<file path="config.mk">
export PLATFORM = sky130hd
export DESIGN_NAME = ym_timer_ctrl
export DESIGN_NICKNAME = d
export VERILOG_FILES = /design/src/rtl/ym_timer_ctrl.sv
export SDC_FILE = /design/constraint.sdc
export NUM_CORES = 1
export LEC_CHECK = 0
export ABC_AREA = 1
export CAP_MARGIN = 15
export CORE_ASPECT_RATIO = 0.6
export CORE_MARGIN = 4
export CORE_UTILIZATION = 40
export CTS_CLUSTER_DIAMETER = 200
export DETAILED_ROUTE_END_ITERATION = 6
export PLACE_DENSITY = 0.65
export SYNTH_ARGS = -nofsm -noshare
export SYNTH_HDL_FRONTEND = slang
export SYNTH_SLANG_ARGS = --single-unit
</file>
<file path="constraint.sdc">
create_clock -name CLK -period 1.8 [get_ports CLK]
set_input_delay 0.45 -clock CLK [delete_from_list [all_inputs] [get_ports CLK]]
set_output_delay 0.45 -clock CLK [all_outputs]
set_load 0.02 [all_outputs]
</file>
<file path="src/rtl/ym_timer_ctrl.sv">
// YM2610 timer register front end: decodes Z80 writes to regs 0x24-0x27, drives timer A/B
// load/stop/flag-clear controls, the TICK_144 prescaler strobe, STATUS and nIRQ.
module ym_timer_ctrl #(
    parameter int unsigned TICK_DIV    = 144,
    parameter int unsigned BUSY_CYCLES = 32
) (
    input  logic       CLK,
    input  logic       RESET,
    input  logic [1:0] ADDR,
    input  logic [7:0] DIN,
    input  logic       WR,
    output logic       TICK_144,
    output logic [9:0] TA_VALUE,
    output logic [7:0] TB_VALUE,
    output logic       TA_LOAD,
    output logic       TB_LOAD,
    output logic       TA_CLR_RUN,
    output logic       TB_CLR_RUN,
    output logic       TA_CLR_FLAG,
    output logic       TB_CLR_FLAG,
    input  logic       TA_OVF_FLAG,
    input  logic       TB_OVF_FLAG,
    output logic [7:0] STATUS,
    output logic       nIRQ
);

    localparam int unsigned CntW  = $clog2(TICK_DIV);
    localparam int unsigned BusyW = $clog2(BUSY_CYCLES + 1);
    localparam logic [CntW-1:0]  CntMax  = CntW'(TICK_DIV - 1);
    localparam logic [BusyW-1:0] BusyLen = BusyW'(BUSY_CYCLES);

    logic [CntW-1:0]  cnt_q, cnt_d;
    logic [BusyW-1:0] busy_q, busy_d;
    logic [7:0]       addr_q, addr_d;
    logic [9:0]       ta_val_q, ta_val_d;
    logic [7:0]       tb_val_q, tb_val_d;
    logic             start_a_q, start_a_d, start_b_q, start_b_d;
    logic             ena_q, ena_d, enb_q, enb_d;
    logic             load_a_q, load_a_d, load_b_q, load_b_d;
    logic             clr_run_a_q, clr_run_a_d, clr_run_b_q, clr_run_b_d;
    logic             clr_flag_a_q, clr_flag_a_d, clr_flag_b_q, clr_flag_b_d;
    logic             nirq_q, nirq_d;

    logic tick, busy, wr_addr, wr_data;

    always_comb begin
        tick    = (cnt_q == CntMax);
        busy    = (busy_q != '0);
        wr_addr = WR & ~ADDR[1] & ~ADDR[0];
        wr_data = WR & ~ADDR[1] & ADDR[0] & ~busy;

        cnt_d        = tick ? '0 : cnt_q + 1'b1;
        busy_d       = busy ? busy_q - 1'b1 : busy_q;
        addr_d       = wr_addr ? DIN : addr_q;
        ta_val_d     = ta_val_q;
        tb_val_d     = tb_val_q;
        start_a_d    = start_a_q;
        start_b_d    = start_b_q;
        ena_d        = ena_q;
        enb_d        = enb_q;
        // A pending load is consumed by the first tick it is visible in
        load_a_d     = load_a_q & ~tick;
        load_b_d     = load_b_q & ~tick;
        clr_run_a_d  = 1'b0;
        clr_run_b_d  = 1'b0;
        clr_flag_a_d = 1'b0;
        clr_flag_b_d = 1'b0;

        if (wr_data) begin
            busy_d = BusyLen;
            case (addr_q)
                8'h24: ta_val_d[9:2] = DIN;
                8'h25: ta_val_d[1:0] = DIN[1:0];
                8'h26: tb_val_d      = DIN;
                8'h27: begin
                    start_a_d    = DIN[0];
                    start_b_d    = DIN[1];
                    ena_d        = DIN[2];
                    enb_d        = DIN[3];
                    clr_flag_a_d = DIN[4];
                    clr_flag_b_d = DIN[5];
                    if (DIN[0] && !start_a_q) load_a_d = 1'b1;
                    if (!DIN[0] && start_a_q) begin
                        load_a_d    = 1'b0;
                        clr_run_a_d = 1'b1;
                    end
                    if (DIN[1] && !start_b_q) load_b_d = 1'b1;
                    if (!DIN[1] && start_b_q) begin
                        load_b_d    = 1'b0;
                        clr_run_b_d = 1'b1;
                    end
                end
                default: ;
            endcase
        end

        // Use next-state enables so an enable write is reflected on nIRQ the following cycle
        nirq_d = ~((TA_OVF_FLAG & ena_d) | (TB_OVF_FLAG & enb_d));
    end

    always_ff @(posedge CLK or posedge RESET) begin
        if (RESET) begin
            cnt_q        <= '0;
            busy_q       <= '0;
            addr_q       <= 8'h00;
            ta_val_q     <= '0;
            tb_val_q     <= '0;
            start_a_q    <= 1'b0;
            start_b_q    <= 1'b0;
            ena_q        <= 1'b0;
            enb_q        <= 1'b0;
            load_a_q     <= 1'b0;
            load_b_q     <= 1'b0;
            clr_run_a_q  <= 1'b0;
            clr_run_b_q  <= 1'b0;
            clr_flag_a_q <= 1'b0;
            clr_flag_b_q <= 1'b0;
            nirq_q       <= 1'b1;
        end else begin
            cnt_q        <= cnt_d;
            busy_q       <= busy_d;
            addr_q       <= addr_d;
            ta_val_q     <= ta_val_d;
            tb_val_q     <= tb_val_d;
            start_a_q    <= start_a_d;
            start_b_q    <= start_b_d;
            ena_q        <= ena_d;
            enb_q        <= enb_d;
            load_a_q     <= load_a_d;
            load_b_q     <= load_b_d;
            clr_run_a_q  <= clr_run_a_d;
            clr_run_b_q  <= clr_run_b_d;
            clr_flag_a_q <= clr_flag_a_d;
            clr_flag_b_q <= clr_flag_b_d;
            nirq_q       <= nirq_d;
        end
    end

    assign TICK_144    = tick;
    assign TA_VALUE    = ta_val_q;
    assign TB_VALUE    = tb_val_q;
    assign TA_LOAD     = load_a_q;
    assign TB_LOAD     = load_b_q;
    assign TA_CLR_RUN  = clr_run_a_q;
    assign TB_CLR_RUN  = clr_run_b_q;
    assign TA_CLR_FLAG = clr_flag_a_q;
    assign TB_CLR_FLAG = clr_flag_b_q;
    assign STATUS      = {busy, 5'b00000, TB_OVF_FLAG, TA_OVF_FLAG};
    assign nIRQ        = nirq_q;

endmodule

</file>
==> out/qor.log, run 1 <==
[power_and_ir_drop] total net switching power 0.730 mW
[cts] Max clock buf depth 2
[synthesis] number of flops mapped to enable cells by yosys 0
[timing] fin. max-slew vios 0
[power_and_ir_drop] total power draw 2.46 mW
[route] DRC 0
[power_and_ir_drop] part of the total power dissipated in sequential elements 0.547
[floorplanning] effective utilization at floorplan 0.416
[finish] antenna cells 0
[synthesis] post-synth design cell area 0.00234 sq mm
[route] number of vias per cell after detailed routing 4.46
[worst_setup_path] endpoint kind of the worst setup timing path output pin
[global_route] total track usage 0.151
[finish] Final Cell Area 0.00306 sq mm
[floorplanning] number of rows in the core area 21
[timing] setup repair after global routing missed its margin false
[power_and_ir_drop] Internal Power 1.73 mW
[synthesis] Area contributors post-synth sky130_fd_sc_hd__dfrtp_1, sky130_fd_sc_hd__nand2_1, sky130_fd_sc_hd__inv_1
[power_and_ir_drop] Clock power frac 0.255
[finish] final net count 325
[floorplanning] Horiz. Die Dim 107 um
[timing] Final period util 0.963
[outcome] run status complete, no violations
[worst_setup_path] standard cell with the maximum stage delay on the critical path sky130_fd_sc_hd__clkdlybuf4s50_1
[timing] worst hold slack after final layout 0.405 ns
[finish] fraction of layout cells with a size suffix above 1 0.175
[floorplanning] Die Footprint 0.00717 sq mm
[power_and_ir_drop] Power per Cell Area 804 mW/mm^2
[timing] Sum Neg Setup Slack 0 ns
[cts] Root Buffer sky130_fd_sc_hd__clkbuf_8
[cts] clock sink count 51
[synthesis] predominant post-synthesis flop cell sky130_fd_sc_hd__dfrtp_1
[synthesis] dominant cell by count in the synthesized netlist sky130_fd_sc_hd__nand2_1
[synthesis] portion of the post-synthesis area used by sequential elements 0.546
[synthesis] count of yosys warnings during synthesis 0
[finish] non-filler instance count after layout 388
[finish] Filler Cell Count 523
[power_and_ir_drop] leakage power 1.67 nW
[finish] signed area change from the synthesized netlist to the final layout 30.7%
[global_route] via count of the first global-routing pass 1727
[synthesis] fraction of synthesis flops using an asynchronous set or reset pin 1.00
[global_route] pin count of the biggest net entering global routing 28
[route] vias after detailed routing 1731
[floorplanning] Boundary Pins 49
[timing] worst clock skew on the final layout 0.00690 ns
[cts] # H-tree levels 2
[worst_setup_path] type of the worst setup path reg -> out
[timing] setup slack of the critical path after layout 0.0675 ns
[synthesis] Cell variety after synth 31
[worst_setup_path] biggest cell delay along the critical path 0.61 ns
[power_and_ir_drop] proportion of total power due to net switching 0.297
[worst_setup_path] crit path buf inv count 1
[synthesis] instance count of the mapped netlist 247
[route] total length of routed wires 4.85 mm
[synthesis] leading area contributor after synthesis sky130_fd_sc_hd__dfrtp_1
[place] Placement Setup Slack -0.203 ns
[synthesis] most instantiated cells after synthesis sky130_fd_sc_hd__nand2_1, sky130_fd_sc_hd__dfrtp_1, sky130_fd_sc_hd__inv_1
[place] placed instance area 0.00297 sq mm
[place] Port-buffer cells 43
[cts] clk_lat worst skew 0.30 ns
[synthesis] Seq cells post-synth 51
[global_route] sum of overflow across all layers after global routing 0
[route] drt initial violations 82
[route] routed length per placed instance 12.5 um
[floorplanning] Core ar. 0.00562 sq mm
[place] global placer's final weighted congestion 0.787
[cts] TritonCTS clock tree yes
[timing] Final setup viols 0
[place] number of instances in the placed design 380
[worst_setup_path] cells traversed along the worst timing path clkdlybuf4s50_1
[worst_setup_path] cell family with the largest share of critical-path delay buffers and inverters
[worst_setup_path] arrival time at the worst endpoint 1.28 ns
[synthesis] average cell area after synthesis 9.47 sq um
[timing] Hold Violations, Final 0
[finish] utilization after layout 0.544
[worst_setup_path] Worst EP required 1.35 ns
[run] number of max-capacitance violations reported 0
[global_route] global-route wire length before repair 8.36 mm
[synthesis] fraction of post-synthesis cell area in the top cell type by area 0.535
[floorplanning] Vert. Die Dim 67.2 um
[power_and_ir_drop] Combinational Power Share 0.198
[cts] number of buffers created by CTS 5
[timing] Max Clock Freq 0.577 GHz
[min_path] class of the worst hold path in -> async
[cts] CTS clock-pin slew for the worst setup and hold paths 0.09 ns
[route] iteration count of the initial detailed-routing pass 4
[place] post-detail-place hpwl 3.70 mm
[global_route] initial antenna violation count 0
[worst_setup_path] Max Fanout on Critical Path 2
[route] Post-DRT Antenna Nets 0
[power_and_ir_drop] worst IR drop on VDD 335 uV
[worst_setup_path] type of origin of the critical path flop
[timing] final critical delay including setup and external delays 1.73 ns
[registers in the layout (all words and copies together), names as in the netlist, 6 cells and up]
signal and cells:
TB_VALUE 8, addr_q 8, busy_q 6, TA_VALUE 10, cnt_q 8
[kinds of logic after synthesis]
kind of cell / after synthesis / synth area share
buf+inv: 47 / 0.0931
other cells: 1 / 0.00160
simple gates: 112 / 0.253
xor+xnor: 4 / 0.0150
compound gates: 29 / 0.0754
flops: 51 / 0.546
fa+ha+maj: 3 / 0.0161
[repair_timing]
action,4_1_cts,5_1_grt
buffers inserted,0,0
resized for setup,12,9
endpoints found under the setup margin,5,8
hold buffers,0,0
[worst paths after layout]
check / startpoint / end / slack [ns] / cells past startpoint
min reg2reg: TA_VALUE[2] / TA_VALUE[2] / 0.48 / 2
max in group asynchronous: RESET / addr_q[3] / 0.97 / 3
max reg2reg: busy_q[1] / TA_LOAD / 0.26 / 10
max: TA_VALUE[7] / TA_VALUE[7] / 0.07 / 1
min: RESET / cnt_q[5] / 0.41 / 2
min in group CLK: TA_VALUE[2] / TA_VALUE[2] / 0.48 / 2
[per-layer routing]
layer | wire length, um | global-route usage | vias to the layer above | part of all wire
li1 | - | - | 886 | -
met1 | 2600 | 0.224 | 802 | 0.54
met2 | 1880 | 0.206 | 36 | 0.39
met3 | 322 | 0.0525 | 7 | 0.066
met4 | 46 | 0.0431 | 0 | 0.0095
met5 | 0 | 0 | - | 0
[cells in the final DEF, fill, tap and decap left out, types with 3 or more instances in the layout]
cell                              count
sky130_fd_sc_hd__o21ai_0             12
sky130_fd_sc_hd__conb_1               5
sky130_fd_sc_hd__dlymetal6s2s_1       6
sky130_fd_sc_hd__nor2_2               4
sky130_fd_sc_hd__clkbuf_8             5
sky130_fd_sc_hd__buf_12               3
sky130_fd_sc_hd__xor2_1               4
sky130_fd_sc_hd__clkdlybuf4s50_1     32
sky130_fd_sc_hd__nand3_1             20
sky130_fd_sc_hd__nor2_1              10
sky130_fd_sc_hd__nor2_4               3
sky130_fd_sc_hd__inv_1               34
sky130_fd_sc_hd__buf_4               15
sky130_fd_sc_hd__o21ai_2              8
sky130_fd_sc_hd__dlygate4sd2_1        3
sky130_fd_sc_hd__nand4_1              3
sky130_fd_sc_hd__a21oi_1              7
sky130_fd_sc_hd__nand2_4              3
sky130_fd_sc_hd__nand2_1             55
sky130_fd_sc_hd__dfrtp_1             50
[area by class of cell]
cell class	count	area, sq um	share of cell area
sequential	51	1280	0.418
tap	80	100	0.0327
clock buffer	7	76.3	0.0250
clock inverter	1	5.00	0.00164
multi-input combinational	153	863	0.282
inverter	36	135	0.0442
timing repair buffer	60	599	0.196
[power groups by stage]
stage | Clock, mW | Sequential, mW | Combinational [mW]
floorplan | 0 | 1.35 | 0.350
global placement | 0 | 1.36 | 0.480
detailed placement | 0 | 1.36 | 0.487
CTS | 0.654 | 1.34 | 0.491
global route | 0.716 | 1.36 | 0.561
finish | 0.626 | 1.34 | 0.487
Note: power is estimated with default switching activity, not from simulation.
==> run 2, diff against run 1 <==
- DONT_BUFFER_PORTS: not set -> 1
- PLACE_DENSITY: 0.65 -> not set
- SKIP_LAST_GASP: not set -> 1
==> run 2 against run 1 <==
Global-route usage decreased by 1.0 points; largest power group unchanged; sequential share of layout area increased by 8.8 points; hold slack got worse by 0.37 ns; fmax increased by 0.42%; sequential power about the same; register-to-register slack got worse by 0.11 ns; final area decreased by 17%; highest routed layer unchanged; largest cell class unchanged; critical path depth increased by 3; first-iteration DRC count increased by 1.2%; non-clock buffer count decreased by 56; die area unchanged; wire length decreased by 5.3%.
==> out/qor.log, run 2 (same netlist as run 1, synthesis figures left out) <==
[worst_setup_path] Worst EP required 1.35 ns
[route] number of vias per cell after detailed routing 4.56
[route] vias after detailed routing 1515
[route] drt initial violations 83
[place] global placer's final weighted congestion 0.793
[finish] fraction of layout cells with a size suffix above 1 0.163
[finish] antenna cells 0
[finish] highest-count cells in the layout ignoring fill and taps sky130_fd_sc_hd__nand2_1, sky130_fd_sc_hd__dfrtp_1, sky130_fd_sc_hd__inv_1
[worst_setup_path] cells traversed along the worst timing path ha_2, nand3_4, nor2_4, buf_6
[finish] signed area change from the synthesized netlist to the final layout 7.97%
[timing] Slew Limit Headroom 0.626
[global_route] global-route wire length before repair 7.62 mm
[worst_setup_path] cell family with the largest share of critical-path delay flip-flops
[floorplanning] effective utilization at floorplan 0.416
[worst_setup_path] crit path buf inv count 1
[timing] Final period util 0.958
[global_route] total track usage 0.140
[global_route] initial antenna violation count 0
[min_path] class of the worst hold path in -> async
[global_route] pin count of the biggest net entering global routing 31
[floorplanning] Vert. Die Dim 67.2 um
[finish] utilization after layout 0.449
[timing] Hold Violations, Final 0
[timing] setup repair after global routing missed its margin false
[finish] most common library cell in the layout ignoring fill and taps sky130_fd_sc_hd__nand2_1
[worst_setup_path] startpoint of the worst setup timing path cnt_q[0]
[finish] non-filler instance count after layout 332
[worst_setup_path] startpoint of the most critical register-to-register path busy_q[0]
[timing] worst clock skew on the final layout 0.00797 ns
[finish] Final Cell Area 0.00252 sq mm
[timing] Sum Neg Setup Slack 0 ns
[finish] Largest register FFs 10
[finish] sequential standard cell area 0.00128 sq mm
[place] post-detail-place hpwl 3.50 mm
[floorplanning] Horiz. Die Dim 107 um
[route] iteration count of the initial detailed-routing pass 4
[cts] clock sink count 51
[finish] Filler Cell Count 568
[floorplanning] Die Footprint 0.00717 sq mm
[worst_setup_path] type of origin of the critical path flop
[floorplanning] Core ar. 0.00562 sq mm
[timing] final critical delay including setup and external delays 1.73 ns
[route] total length of routed wires 4.59 mm
[finish] area occupied by multi-input gates 881 sq um
[global_route] sum of overflow across all layers after global routing 0
[route] Post-DRT Antenna Nets 0
[floorplanning] number of rows in the core area 21
[power_and_ir_drop] leakage power 1.33 nW
[timing] Least-Margin Pin Slew 0.559 ns
[place] Port-buffer cells 0
[cts] TritonCTS clock tree yes
[place] Placement Setup Slack 0.151 ns
[timing] Max Clock Freq 0.580 GHz
[cts] Max clock buf depth 2
[worst_setup_path] standard cell with the maximum stage delay on the critical path sky130_fd_sc_hd__dfrtp_1
[cts] # H-tree levels 2
[global_route] via count of the first global-routing pass 1466
[run] number of max-capacitance violations reported 0
[place] number of instances in the placed design 323
[power_and_ir_drop] Power per Cell Area 950 mW/mm^2
[power_and_ir_drop] total power draw 2.40 mW
[timing] fin. max-slew vios 0
[timing] Final setup viols 0
[route] routed length per placed instance 13.8 um
[finish] final net count 269
[cts] CTS clock-pin slew for the worst setup and hold paths 0.09 ns
[place] placed instance area 0.00241 sq mm
[cts] clk_lat worst skew 0.31 ns
[route] DRC 0
[worst_setup_path] type of the worst setup path reg -> out
[cts] Root Buffer sky130_fd_sc_hd__clkbuf_8
[outcome] run status complete, no violations
[cts] number of buffers created by CTS 5
[timing] worst hold slack after final layout 0.0387 ns
[worst_setup_path] endpoint kind of the worst setup timing path output pin
[worst_setup_path] arrival time at the worst endpoint 1.28 ns
[floorplanning] Boundary Pins 49
[timing] setup slack of the critical path after layout 0.0748 ns
[worst_setup_path] Max Fanout on Critical Path 4
[power_and_ir_drop] worst IR drop on VDD 335 uV
[worst_setup_path] biggest cell delay along the critical path 0.37 ns
-- run 2: worst register-to-register path, cell delays in order (launching register included) --
cell and delay, ns:
sky130_fd_sc_hd__dfrtp_1 0.37, sky130_fd_sc_hd__inv_1 0.13, sky130_fd_sc_hd__ha_1 0.22, sky130_fd_sc_hd__nand3_4 0.18, sky130_fd_sc_hd__nor2_8 0.20, sky130_fd_sc_hd__buf_4 0.22
sky130_fd_sc_hd__nand2_4 0.10, sky130_fd_sc_hd__nand2_1 0.09, sky130_fd_sc_hd__nand2_1 0.05
-- run 2: layout make-up --
class	instances	area share
Sequential cell	51	0.506
Multi-Input combinational cell	153	0.349
Inverter	36	0.0535
Tap cell	80	0.0396
Clock buffer	6	0.0287
Timing Repair Buffer	4	0.0183
Clock inverter	2	0.00496
-- run 2: what timing repair did --
| action | 4_1_cts | 5_1_grt |
|---|---|---|
| setup buffers | 1 | 0 |
| hold endpoints to repair | 0 | 0 |
| hold buffers | 0 | 0 |
| setup endpoints to repair | 1 | 1 |
| pin swaps | 1 | 2 |
| resized for setup | 0 | 7 |
-- run 2: metal layers --
layer	global-route usage	up-vias	wire [um]
met5	0	-	0
met4	0.0478	0	43
met3	0.0573	5	376
met2	0.178	41	1740
met1	0.211	689	2430
li1	-	780	-
-- run 2: where the power goes --
group	total [mW]	internal, mW	switching [mW]	leakage, nW
sequential	1.34	1.25	0.0936	0.643
combinational	0.402	0.141	0.261	0.644
clock	0.653	0.273	0.380	0.0412
total	2.40	1.66	0.735	1.33
-- run 2: final timing paths --
check,to,slack (ns),cells after the start
worst max-delay path,TICK_144,0.07,4
max in group asynchronous,TA_VALUE[5],1.24,2
worst min-delay path,busy_q[5],0.04,1
worst min register to register,addr_q[6],0.50,2
min in group CLK,TA_VALUE[9],0.28,2
worst max register to register,TA_VALUE[6],0.15,8
==> run 3, diff against run 2 <==
- CAP_MARGIN: 15 -> not set
==> results of run 3 <==
Same layout as run 2: the final DEF is identical, and so are final timing and power.
